--- src/rtl/vga_fb_arbiter.sv ---
// rtl/vga_fb_arbiter.sv - framebuffer RAM arbiter: display fetch priority, write client on idle cycles
module vga_fb_arbiter #(
  parameter int ADDR_W   = 19,
  parameter int DATA_W   = 3,
  parameter int WAIT_MAX = 1023
) (
  input  logic              clk,
  input  logic              rst_n,
  input  logic              disp_req,
  input  logic [ADDR_W-1:0] disp_addr,
  output logic              disp_valid,
  output logic [DATA_W-1:0] disp_data,
  input  logic              wr_req,
  input  logic [ADDR_W-1:0] wr_addr,
  input  logic [DATA_W-1:0] wr_data,
  output logic              wr_ack,
  output logic              ram_en,
  output logic              ram_we,
  output logic [ADDR_W-1:0] ram_addr,
  output logic [DATA_W-1:0] ram_wdata,
  input  logic [DATA_W-1:0] ram_rdata,
  output logic              wr_starved
);

  localparam int CNT_W = $clog2(WAIT_MAX + 1);

  typedef enum logic [1:0] {IDLE, RD, WR} state_t;

  state_t           state, next_state;
  logic             rd_pend;
  logic [CNT_W-1:0] wait_cnt, wait_cnt_next;

  // A write granted last edge (state WR, wr_ack high) is already consumed.
  always_comb begin
    next_state    = IDLE;
    wait_cnt_next = '0;
    if (disp_req)
      next_state = RD;
    else if (wr_req && state != WR)
      next_state = WR;
    if (wr_req && next_state != WR)
      wait_cnt_next = (wait_cnt == CNT_W'(WAIT_MAX)) ? wait_cnt : wait_cnt + CNT_W'(1);
  end

  always_ff @(posedge clk or negedge rst_n) begin
    if (!rst_n) begin
      state      <= IDLE;
      wait_cnt   <= '0;
      rd_pend    <= 1'b0;
      disp_valid <= 1'b0;
      disp_data  <= '0;
      wr_ack     <= 1'b0;
      ram_en     <= 1'b0;
      ram_we     <= 1'b0;
      ram_addr   <= '0;
      ram_wdata  <= '0;
      wr_starved <= 1'b0;
    end else begin
      state      <= next_state;
      wait_cnt   <= wait_cnt_next;
      ram_en     <= (next_state != IDLE);
      ram_we     <= (next_state == WR);
      wr_ack     <= (next_state == WR);
      if (next_state == RD) begin
        ram_addr <= disp_addr;
      end else if (next_state == WR) begin
        ram_addr  <= wr_addr;
        ram_wdata <= wr_data;
      end
      // RAM samples the read one edge after the grant; data is captured one edge later.
      rd_pend    <= (state == RD);
      disp_valid <= rd_pend;
      if (rd_pend)
        disp_data <= ram_rdata;
      if (wait_cnt_next == CNT_W'(WAIT_MAX))
        wr_starved <= 1'b1;
    end
  end

endmodule
--- config.mk ---
export PLATFORM = sky130hd
export DESIGN_NAME = vga_fb_arbiter
export DESIGN_NICKNAME = d
export VERILOG_FILES = /design/src/rtl/vga_fb_arbiter.sv
export SDC_FILE = /design/constraint.sdc
export NUM_CORES = 1
export LEC_CHECK = 0
export CAP_MARGIN = 10
export CORE_ASPECT_RATIO = 1.1
export CORE_MARGIN = 2
export CORE_UTILIZATION = 43
export DETAILED_ROUTE_END_ITERATION = 8
export GPL_TIMING_DRIVEN = 0
export PLACE_DENSITY = 0.79
export SLEW_MARGIN = 0
export SYNTH_ARGS = -nofsm -noshare
export SYNTH_HDL_FRONTEND = slang
export SYNTH_SLANG_ARGS = --single-unit
export TNS_END_PERCENT = 20
--- constraint.sdc ---
create_clock -name clk -period 2 [get_ports clk]
set_input_delay 0.5 -clock clk [delete_from_list [all_inputs] [get_ports clk]]
set_output_delay 0.5 -clock clk [all_outputs]
set_load 0.05 [all_outputs]
==> metrics.md, run 1 <==
| Metric | Value |
|---|---|
| First-pass GRT wire length | between 7000 and 8000 microns |
| Max clock buf depth | 2 |
| Startpoint types | flop |
| Netlist cell types | 36 |
| Final Hold Viols | 0 |
| Layout fillers | 323 |
| Layout cells sized above 1 | 0.125 |
| Crit path buffers/inverters | 1 |
| Fin crit period | approximately 2.0 ns |
| Row count | 25 |
| MaxCap Viol Count | 0 |
| Most common cell after layout, fill and taps aside | clkdlybuf4s50_1 |
| Fin crit share | 0.982 |
| TritonRoute pass-1 iters | 6 |
| Global Route Usage Sum | 0.196 |
| Peak supply drop | around 480 uV |
| Slew Viols, Final | 0 |
| Initial Utilization | 0.451 |
| Ant diodes | 0 |
| Syn_area_per_cell | roughly 11 sq um |
| Gate Count Post-Synth | 178 |
| Detailed-placement wirelength estimate | around 3500 microns |
| CTS clk-pin slew, worst paths | 0.08 ns |
| CP Class | flop to primary output |
| I/O pins | slightly below 80 |
| Worst Hold Class | flop to flop |
| Post-Route WL | between 4000 and 5000 microns |
| Nets@finish | between 300 and 400 |
| Die Wd | just under 70 microns |
| Placer Congestion | 0.800 |
| Syn nets | 227 |
| Number of global-route vias before repair | about 1.7k |
| Slowest stage delay, CP | about 0.8 ns |
| Sequential-to-total area share from yosys stat | 0.523 |
| Die height | about 75 microns |
| Setup crit end kind | primary output |
| Flops & latches, synth | 41 |
| R2R Setup Slk | around 0.18 ns |
| Cell family with most CP delay | buffers and inverters |
| WL per Instance | 14.4 microns |
| Worst-Margin Slew | approximately 0.54 ns |
| Detail-routed via count per cell | 5.23 |
| Residual DRC | 0 |
| Outcome | finished clean |
| Dpl ws | -0.0933 ns |
| CTS buffer count | 5 |
| Initial drt markers | between 70 and 80 |
| Pwr dens | around 740 mW/mm^2 |
| Yosys warnings | 0 |
| Worst slew margin | 0.637 |
| Worst setup margin | approximately 0.035 ns |
| Max Clk Rate | roughly 0.51 GHz |
| Port Buffer Count | 77 |
| CTS Root Cell | clkbuf_8 |
| RSZ-0062 raised after global routing | false |
| # setup viols final | 0 |
| Core area | 0.00435 sq mm |
| Critical Path AT | between 1 and 1.5 ns |
| Setup Skew | slightly above 0.008 ns |
| Area delta synth->final | 50.5% |
| Die Area | roughly 0.0051 sq mm |
| Worst path cell trace | clkdlybuf4s50_1 |
| Worst skew pair latency | approximately 0.28 ns |
| Slowest CP cell | clkdlybuf4s50_1 |
| Post-Synthesis Cell Area | just under 0.002 sq mm |
| Total grt overflow | 0 |
| Htree depth | 2 |
| CTS sink count | between 40 and 50 |
| Most frequent cells in the layout | clkdlybuf4s50_1 (64), dfrtp_1 (41), nand2_1 (24) |
| Initial antenna violation count | 0 |
| Crit path required time | approximately 1.5 ns |
| Lkg Pwr | around 0.0014 uW |
| CTS tree | built |
| Total Neg Setup Slack | 0 ns |
| Post-DRT Antenna Nets | 0 |
| Largest net degree at the start of global routing | 41 |
| Final Util | 0.679 |
| Total number of vias | approximately 1.7k |
| Worst-path fanout max | 2 |
-- final cells by class --
type	instances	area, sq um	share of cell area
Buffer	11	70.1	0.0237
Sequential cell	41	1030	0.348
Multi-Input combinational cell	124	857	0.291
Clock buffer	5	68.8	0.0233
Clock inverter	2	35.0	0.0119
Inverter	2	7.51	0.00254
Tap cell	54	67.6	0.0229
Timing Repair Buffer	79	818	0.277
-- kinds of logic (layout without fill, tap and decap cells) --
kind of cell,Yosys count,count (layout),synth area share
compound gates,35,35,0.104
xor+xnor,2,2,0.00894
fa+ha+maj,1,1,0.00638
buf+inv,13,99,0.0396
flops,41,41,0.523
mux,28,28,0.147
simple gates,58,58,0.171
-- registers in the layout, summed over array words and instances (netlist names) --
register,cells
state,1
wr_starved,1
wait_cnt,10
ram_en,1
rd_pend,1
ram_wdata,3
disp_data,3
ram_addr,19
ram_we,1
disp_valid,1
-- repair_timing --
action / 4_1_cts / 5_1_grt
gates resized for setup: 2 / 10
pin swaps: 0 / 0
buffers inserted: 0 / 0
hold buffers: 1 / 0
hold endpoints to repair: 1 / 0
setup endpoints to repair: 2 / 10
-- worst paths after layout --
path                               from           end  cells after the start
max                        ram_addr[14]  ram_addr[14]                      1
min                         ram_addr[4]   ram_addr[4]                      2
max reg2reg                 wait_cnt[0]    wr_starved                      7
min reg2reg                 ram_addr[4]   ram_addr[4]                      2
max in group asynchronous         rst_n  ram_wdata[2]                      3
min in group asynchronous         rst_n  disp_data[2]                      2
-- per-layer routing --
metal	vias up	global-route usage	share of wire
li1	801	-	-
met1	790	0.213	0.38
met2	64	0.341	0.53
met3	8	0.0807	0.072
met4	0	0.0689	0.016
met5	-	0	0
-- through the flow --
step,power (uW),instances,hold WS (ns),area (sq um)
5_1_grt,2280,318,0.515,2950
3_5_place_dp,1570,310,0.299,2810
2_1_floorplan,1290,178,0.204,1960
6_report,2190,318,0.475,2950
4_1_cts,2210,318,0.484,2930
3_3_place_gp,1560,309,0.459,2800
-- synth_stat cells, drive strengths merged --
cell type | count | area, sq um
and4 | 3 | 26.3
nor2 | 9 | 33.8
a311oi | 1 | 15.0
nor3b | 1 | 7.51
o211a | 1 | 10.0
a21boi | 1 | 7.51
ha | 1 | 12.5
o21ai | 22 | 110
dfrtp | 41 | 1030
nand2 | 25 | 96.4
nand3 | 2 | 22.5
nand2b | 1 | 6.26
a211oi | 1 | 7.51
nor3 | 8 | 71.3
nor4 | 1 | 12.5
clkbuf | 3 | 11.3
a41o | 1 | 10.0
nor2b | 2 | 12.5
and3 | 1 | 6.26
a31oi | 3 | 18.8
a21oi | 5 | 25.0
xor2 | 2 | 17.5
nand4 | 4 | 31.3
or3b | 1 | 8.76
buf | 8 | 58.8
mux2i | 22 | 220
inv | 2 | 7.51
mux2 | 6 | 67.6
-- power breakdown --
group	switching [uW]	internal [uW]
Combinational	362	249
Sequential	40.2	898
Clock	274	363
(Power assumes the default switching activity.)
==> run 2: changes to the inputs <==
- CAP_MARGIN: 10 -> unset
- CORE_MARGIN: 2 -> unset
==> run 2 against run 1 <==
- clock skew fell by 0.0054 ns
- non-clock buffer count fell by 1
- worst hold slack got worse by 0.31 ns
- setup slack improved by 0.0081 ns
- count of clock-buffer cells in the layout did not move
- core utilization fell by 0.75 points
- first-iteration DRC count did not move
- combinational power fell by 1%
- register-to-register slack improved by 0.07 ns
- power fell by 5.7%
- critical path depth did not move
==> metrics.md, run 2 (synthesis results as in run 1) <==
| Metric | Value |
|---|---|
| Register with the most flip-flops | ram_addr |
| RSZ-0062 raised after global routing | false |
| Dpl ws | -0.0908 ns |
| CP Class | flop to primary output |
| Cell family with most CP delay | buffers and inverters |
| Crit path buffers/inverters | 1 |
| Global Route Usage Sum | 0.184 |
| FF/Latch Area | 0.00103 sq mm |
| CTS tree | built |
| Worst Hold Class | primary input to asynchronous set/reset pin |
| First-pass GRT wire length | ~6700 microns |
| Port Buffer Count | 77 |
| Critical Path AT | 1.46 ns |
| WL per Instance | approximately 13 microns |
| Die Area | 0.00483 sq mm |
| Slowest stage delay, CP | between 0.8 and 0.9 ns |
| Initial drt markers | between 70 and 80 |
| Layout fillers | between 300 and 400 |
| TritonRoute pass-1 iters | 4 |
| Initial Utilization | 0.451 |
| Nets@finish | around 310 |
| Area of the multi-input gates | around 860 sq um |
| Final Hold Viols | 0 |
| Most common cell after layout, fill and taps aside | clkdlybuf4s50_1 |
| Detail-routed via count per cell | 5.09 |
| Worst path cell trace | clkdlybuf4s50_1 |
| Slowest CP cell | clkdlybuf4s50_1 |
| Lkg Pwr | ~0.0013 uW |
| Die height | about 73 microns |
| Crit path from | ram_addr[13] |
| MaxCap Viol Count | 0 |
| # setup viols final | 0 |
| CTS Root Cell | clkbuf_8 |
| Total power | around 2000 uW |
| Worst-Margin Slew | 0.550 ns |
| Startpoint types | flop |
| Worst setup margin | roughly 0.043 ns |
| Total grt overflow | 0 |
| Max Clk Rate | between 0.5 and 0.6 GHz |
| Max FFs per register | 19 |
| Area delta synth->final | 48.8% |
| Post-Route WL | between 4000 and 5000 microns |
| Placer Congestion | ~0.77 |
| Total number of vias | ~1.6k |
| Pwr dens | ~710 mW/mm^2 |
| CTS clk-pin slew, worst paths | about 0.080 ns |
| Worst R2R Start | wait_cnt[0] |
| Finished Layout Cells | 318 |
| Largest regs | ram_addr: 19 flops, wait_cnt: 10 flops |
| I/O pins | 78 |
| Residual DRC | 0 |
| Max clock buf depth | 2 |
| CTS buffer count | 5 |
| Worst slew margin | 0.633 |
| Die Wd | around 66 microns |
| Setup Skew | 0.00273 ns |
| Number of global-route vias before repair | ~1.6k |
| Ant diodes | 0 |
| Slew Viols, Final | 0 |
| Post-DRT Antenna Nets | 0 |
| Worst-path fanout max | 2 |
| Outcome | finished clean |
| Postcts setup bufs | 0 |
| Crit path required time | approximately 1.5 ns |
| Largest net degree at the start of global routing | 42 |
| Worst skew pair latency | between 0.2 and 0.3 ns |
| Initial antenna violation count | 0 |
| Fin crit share | 0.978 |
| Row count | 25 |
| Layout cells sized above 1 | 0.129 |
| Core area | 0.00435 sq mm |
| Final instance area | approximately 0.003 sq mm |
| Htree depth | 2 |
| # hold bufs at CTS | 0 |
| Fin crit period | roughly 2.0 ns |
| Peak supply drop | approximately 400 uV |
| Detailed-placement wirelength estimate | 3120 microns |
| Setup crit end kind | primary output |
| Dpl cells | between 300 and 400 |
| Placed cell area | between 0.002 and 0.003 sq mm |
| CTS sink count | approximately 40 |
| Most frequent cells in the layout | clkdlybuf4s50_1 (66), dfrtp_1 (41), nand2_1 (24) |
-- run 2: changes by cell type in the layout (fill, tap and decap cells not counted) --
cell / delta
clkdlybuf4s50_1: +2
clkinv_2: +1
clkinvlp_4: +1
dlymetal6s2s_1: -2
dlygate4sd3_1: -1
bufinv_16: -1
-- run 2: cell type report --
| type | count | share of cell area |
|---|---|---|
| Inverter | 2 | 0.00257 |
| Sequential cell | 41 | 0.352 |
| Tap cell | 54 | 0.0232 |
| Multi-Input combinational cell | 124 | 0.294 |
| Clock buffer | 5 | 0.0236 |
| Clock inverter | 3 | 0.00600 |
| Timing Repair Buffer | 78 | 0.275 |
| Buffer | 11 | 0.0240 |
-- run 2: through the flow --
stage	hold WS [ns]	setup TNS, ns	utilization
after floorplan	0.204	0	-
after global placement	0.460	-25.68	0.644
after detailed placement	0.458	-0.683	0.647
after CTS	0.171	0	0.666
after global routing	0.169	0	0.671
final	0.163	0	0.671
-- run 2: layer usage --
layer	up-vias	global-route usage	part of all wire
met1	774	0.203	0.41
met5	-	0	0
met2	44	0.330	0.52
met3	4	0.0625	0.060
li1	798	-	-
met4	0	0.0567	0.0096
-- run 2: where the power goes --
group	leakage (uW)	switching, uW	internal (uW)
registers	0.000510	38.7	898
logic	0.000782	357	248
clock network	0.0000439	279	241
-- run 2: final timing paths --
| kind | endpoint | slack [ns] | cells after the start |
|---|---|---|---|
| worst max-delay path | ram_addr[13] | 0.04 | 1 |
| worst min-delay path | disp_data[0] | 0.16 | 2 |
| worst max register to register | wr_starved | 0.25 | 7 |
| worst min register to register | disp_valid | 0.46 | 0 |
| max in group asynchronous | ram_addr[13] | 1.64 | 2 |
| min in group clk | disp_valid | 0.46 | 0 |
-- run 2: repair_timing --
| item | 4_1_cts | 5_1_grt |
|---|---|---|
| setup endpoints to repair | 2 | 8 |
| gates cloned | 0 | 0 |
| resized for setup | 2 | 8 |
==> run 3: changes to the inputs <==
- CORE_ASPECT_RATIO: 1.1 -> unset
==> run 3 against run 2 <==
- die area about the same
- sequential share of layout area up 0.18 points
- wire length up 4.5%
- first-iteration DRC count down 14%
- worst hold slack worse by 0.080 ns
- fmax up 0.47%
- non-clock buffer count unchanged
- via count up 0.93%
- cell area down 0.51%
- critical path type unchanged
==> metrics.md, run 3 (synthesis results as in run 1) <==
| Metric | Value |
|---|---|
| Max FFs per register | 19 |
| Most common cell after layout, fill and taps aside | clkdlybuf4s50_1 |
| TritonRoute pass-1 iters | 4 |
| Fin crit share | 0.974 |
| RSZ-0062 raised after global routing | false |
| Slowest stage delay, CP | slightly above 0.8 ns |
| CTS sink count | 41 |
| Ant diodes | 0 |
| Max Clk Rate | between 0.5 and 0.6 GHz |
| Residual DRC | 0 |
| CTS buffer count | 5 |
| Largest net degree at the start of global routing | 32 |
| # hold bufs at CTS | 0 |
| Final Hold Viols | 0 |
| Register with the most flip-flops | ram_addr |
| FF/Latch Area | slightly above 0.001 sq mm |
| Startpoint types | flop |
| Htree depth | 2 |
| MaxCap Viol Count | 0 |
| Global Route Usage Sum | 0.197 |
| Dpl cells | 308 |
| Dpl ws | -0.115 ns |
| Crit path required time | about 1.5 ns |
| Post-Route WL | roughly 4200 microns |
| Placer Congestion | between 0.7 and 0.8 |
| First-pass GRT wire length | between 7000 and 8000 microns |
| CTS Root Cell | clkbuf_8 |
| Slew Viols, Final | 0 |
| Detailed-placement wirelength estimate | around 3300 microns |
| Peak supply drop | approximately 540 uV |
| Layout cells sized above 1 | 0.122 |
| Placed cell area | about 0.0028 sq mm |
| Die Area | 0.00483 sq mm |
| Die Wd | between 60 and 70 microns |
| CTS clk-pin slew, worst paths | around 0.070 ns |
| Cell family with most CP delay | buffers and inverters |
| Crit path buffers/inverters | 1 |
| Total number of vias | 1635 |
| Setup crit end kind | primary output |
| Die height | 69.5 microns |
| Worst-path fanout max | 2 |
| Fin crit period | just under 2 ns |
| Worst-Margin Slew | roughly 0.53 ns |
| Port Buffer Count | between 70 and 80 |
| CP Class | flop to primary output |
| Lkg Pwr | roughly 0.0013 uW |
| Number of global-route vias before repair | approximately 1.6k |
| Detail-routed via count per cell | 5.19 |
| Worst path cell trace | clkdlybuf4s50_1 |
| # setup viols final | 0 |
| Final Util | 0.667 |
| Worst slew margin | 0.648 |
| Worst skew pair latency | ~0.28 ns |
| Core area | ~0.0044 sq mm |
| Area delta synth->final | 48.1% |
| CTS tree | built |
| Nets@finish | ~310 |
| Initial antenna violation count | 0 |
| Initial Utilization | 0.450 |
| Post-DRT Antenna Nets | 0 |
| Slowest CP cell | clkdlybuf4s50_1 |
| Outcome | finished clean |
| Area of the multi-input gates | about 860 sq um |
| Total grt overflow | 0 |
| Pwr dens | slightly above 700 mW/mm^2 |
| Largest regs | ram_addr: 19 flops, wait_cnt: 10 flops |
| Setup Skew | around 0.0034 ns |
| Layout fillers | about 350 |
| I/O pins | between 70 and 80 |
| Most frequent cells in the layout | clkdlybuf4s50_1 (71), dfrtp_1 (41), nand2_1 (24) |
| Final instance area | 0.00290 sq mm |
| Critical Path AT | about 1.5 ns |
| Initial drt markers | just under 70 |
| Finished Layout Cells | 315 |
| WL per Instance | between 10 and 15 microns |
| Row count | 24 |
| Worst Hold Class | primary input to asynchronous set/reset pin |
| Worst setup margin | roughly 0.052 ns |
| Max clock buf depth | 2 |
run 3: cell count changes in the layout (fill, tap and decap cells not counted), sizes merged:
cell           change
clkdlybuf4s50      +5
dlymetal6s2s       -5
clkinvlp           -1
clkinv             -2
clkbuf             +2
run 3: stage by stage:
step | setup TNS [ns] | hold slack (ns) | total power (uW)
2_1_floorplan | 0 | 0.204 | 1290
3_3_place_gp | -24.97 | 0.451 | 1560
3_5_place_dp | -0.769 | 0.394 | 1570
4_1_cts | 0 | 0.0782 | 2110
5_1_grt | 0 | 0.0809 | 2180
6_report | 0 | 0.0834 | 2070
run 3: worst paths after layout:
| path | startpoint | to | slack, ns | depth (start not counted) |
|---|---|---|---|---|
| min in group clk | rd_pend | disp_valid | 0.47 | 0 |
| min reg2reg | rd_pend | disp_valid | 0.47 | 0 |
| max in group asynchronous | rst_n | disp_data[1] | 1.47 | 2 |
| min | rst_n | wait_cnt[0] | 0.08 | 1 |
| max | ram_addr[3] | ram_addr[3] | 0.05 | 1 |
| max reg2reg | wait_cnt[0] | wr_starved | 0.23 | 7 |
run 3: layout make-up:
type,count,share of cell area
inverters,2,0.00259
plain buffers,11,0.0241
well taps,52,0.0224
clock buffers,7,0.0297
flip-flops and latches,41,0.353
repair buffers,78,0.272
multi-input cells,124,0.295
run 3: routing by layer:
layer | GRT usage | wire, microns | up-vias
met2 | 0.314 | 2090 | 44
met3 | 0.0436 | 198 | 8
met5 | 0 | 0 | -
met4 | 0.0839 | 102 | 0
li1 | - | - | 799
met1 | 0.258 | 1850 | 784
run 3: power breakdown:
| part | internal (uW) | switching, uW | total, uW |
|---|---|---|---|
| clock | 274 | 255 | 529 |
| combinational | 249 | 359 | 608 |
| sequential | 898 | 39.3 | 937 |
run 3: what timing repair did:
| item | CTS | global route |
|---|---|---|
| setup endpoints to repair | 2 | 3 |
| buffers inserted | 0 | 0 |
| gates cloned | 0 | 0 |
| resized for setup | 2 | 3 |
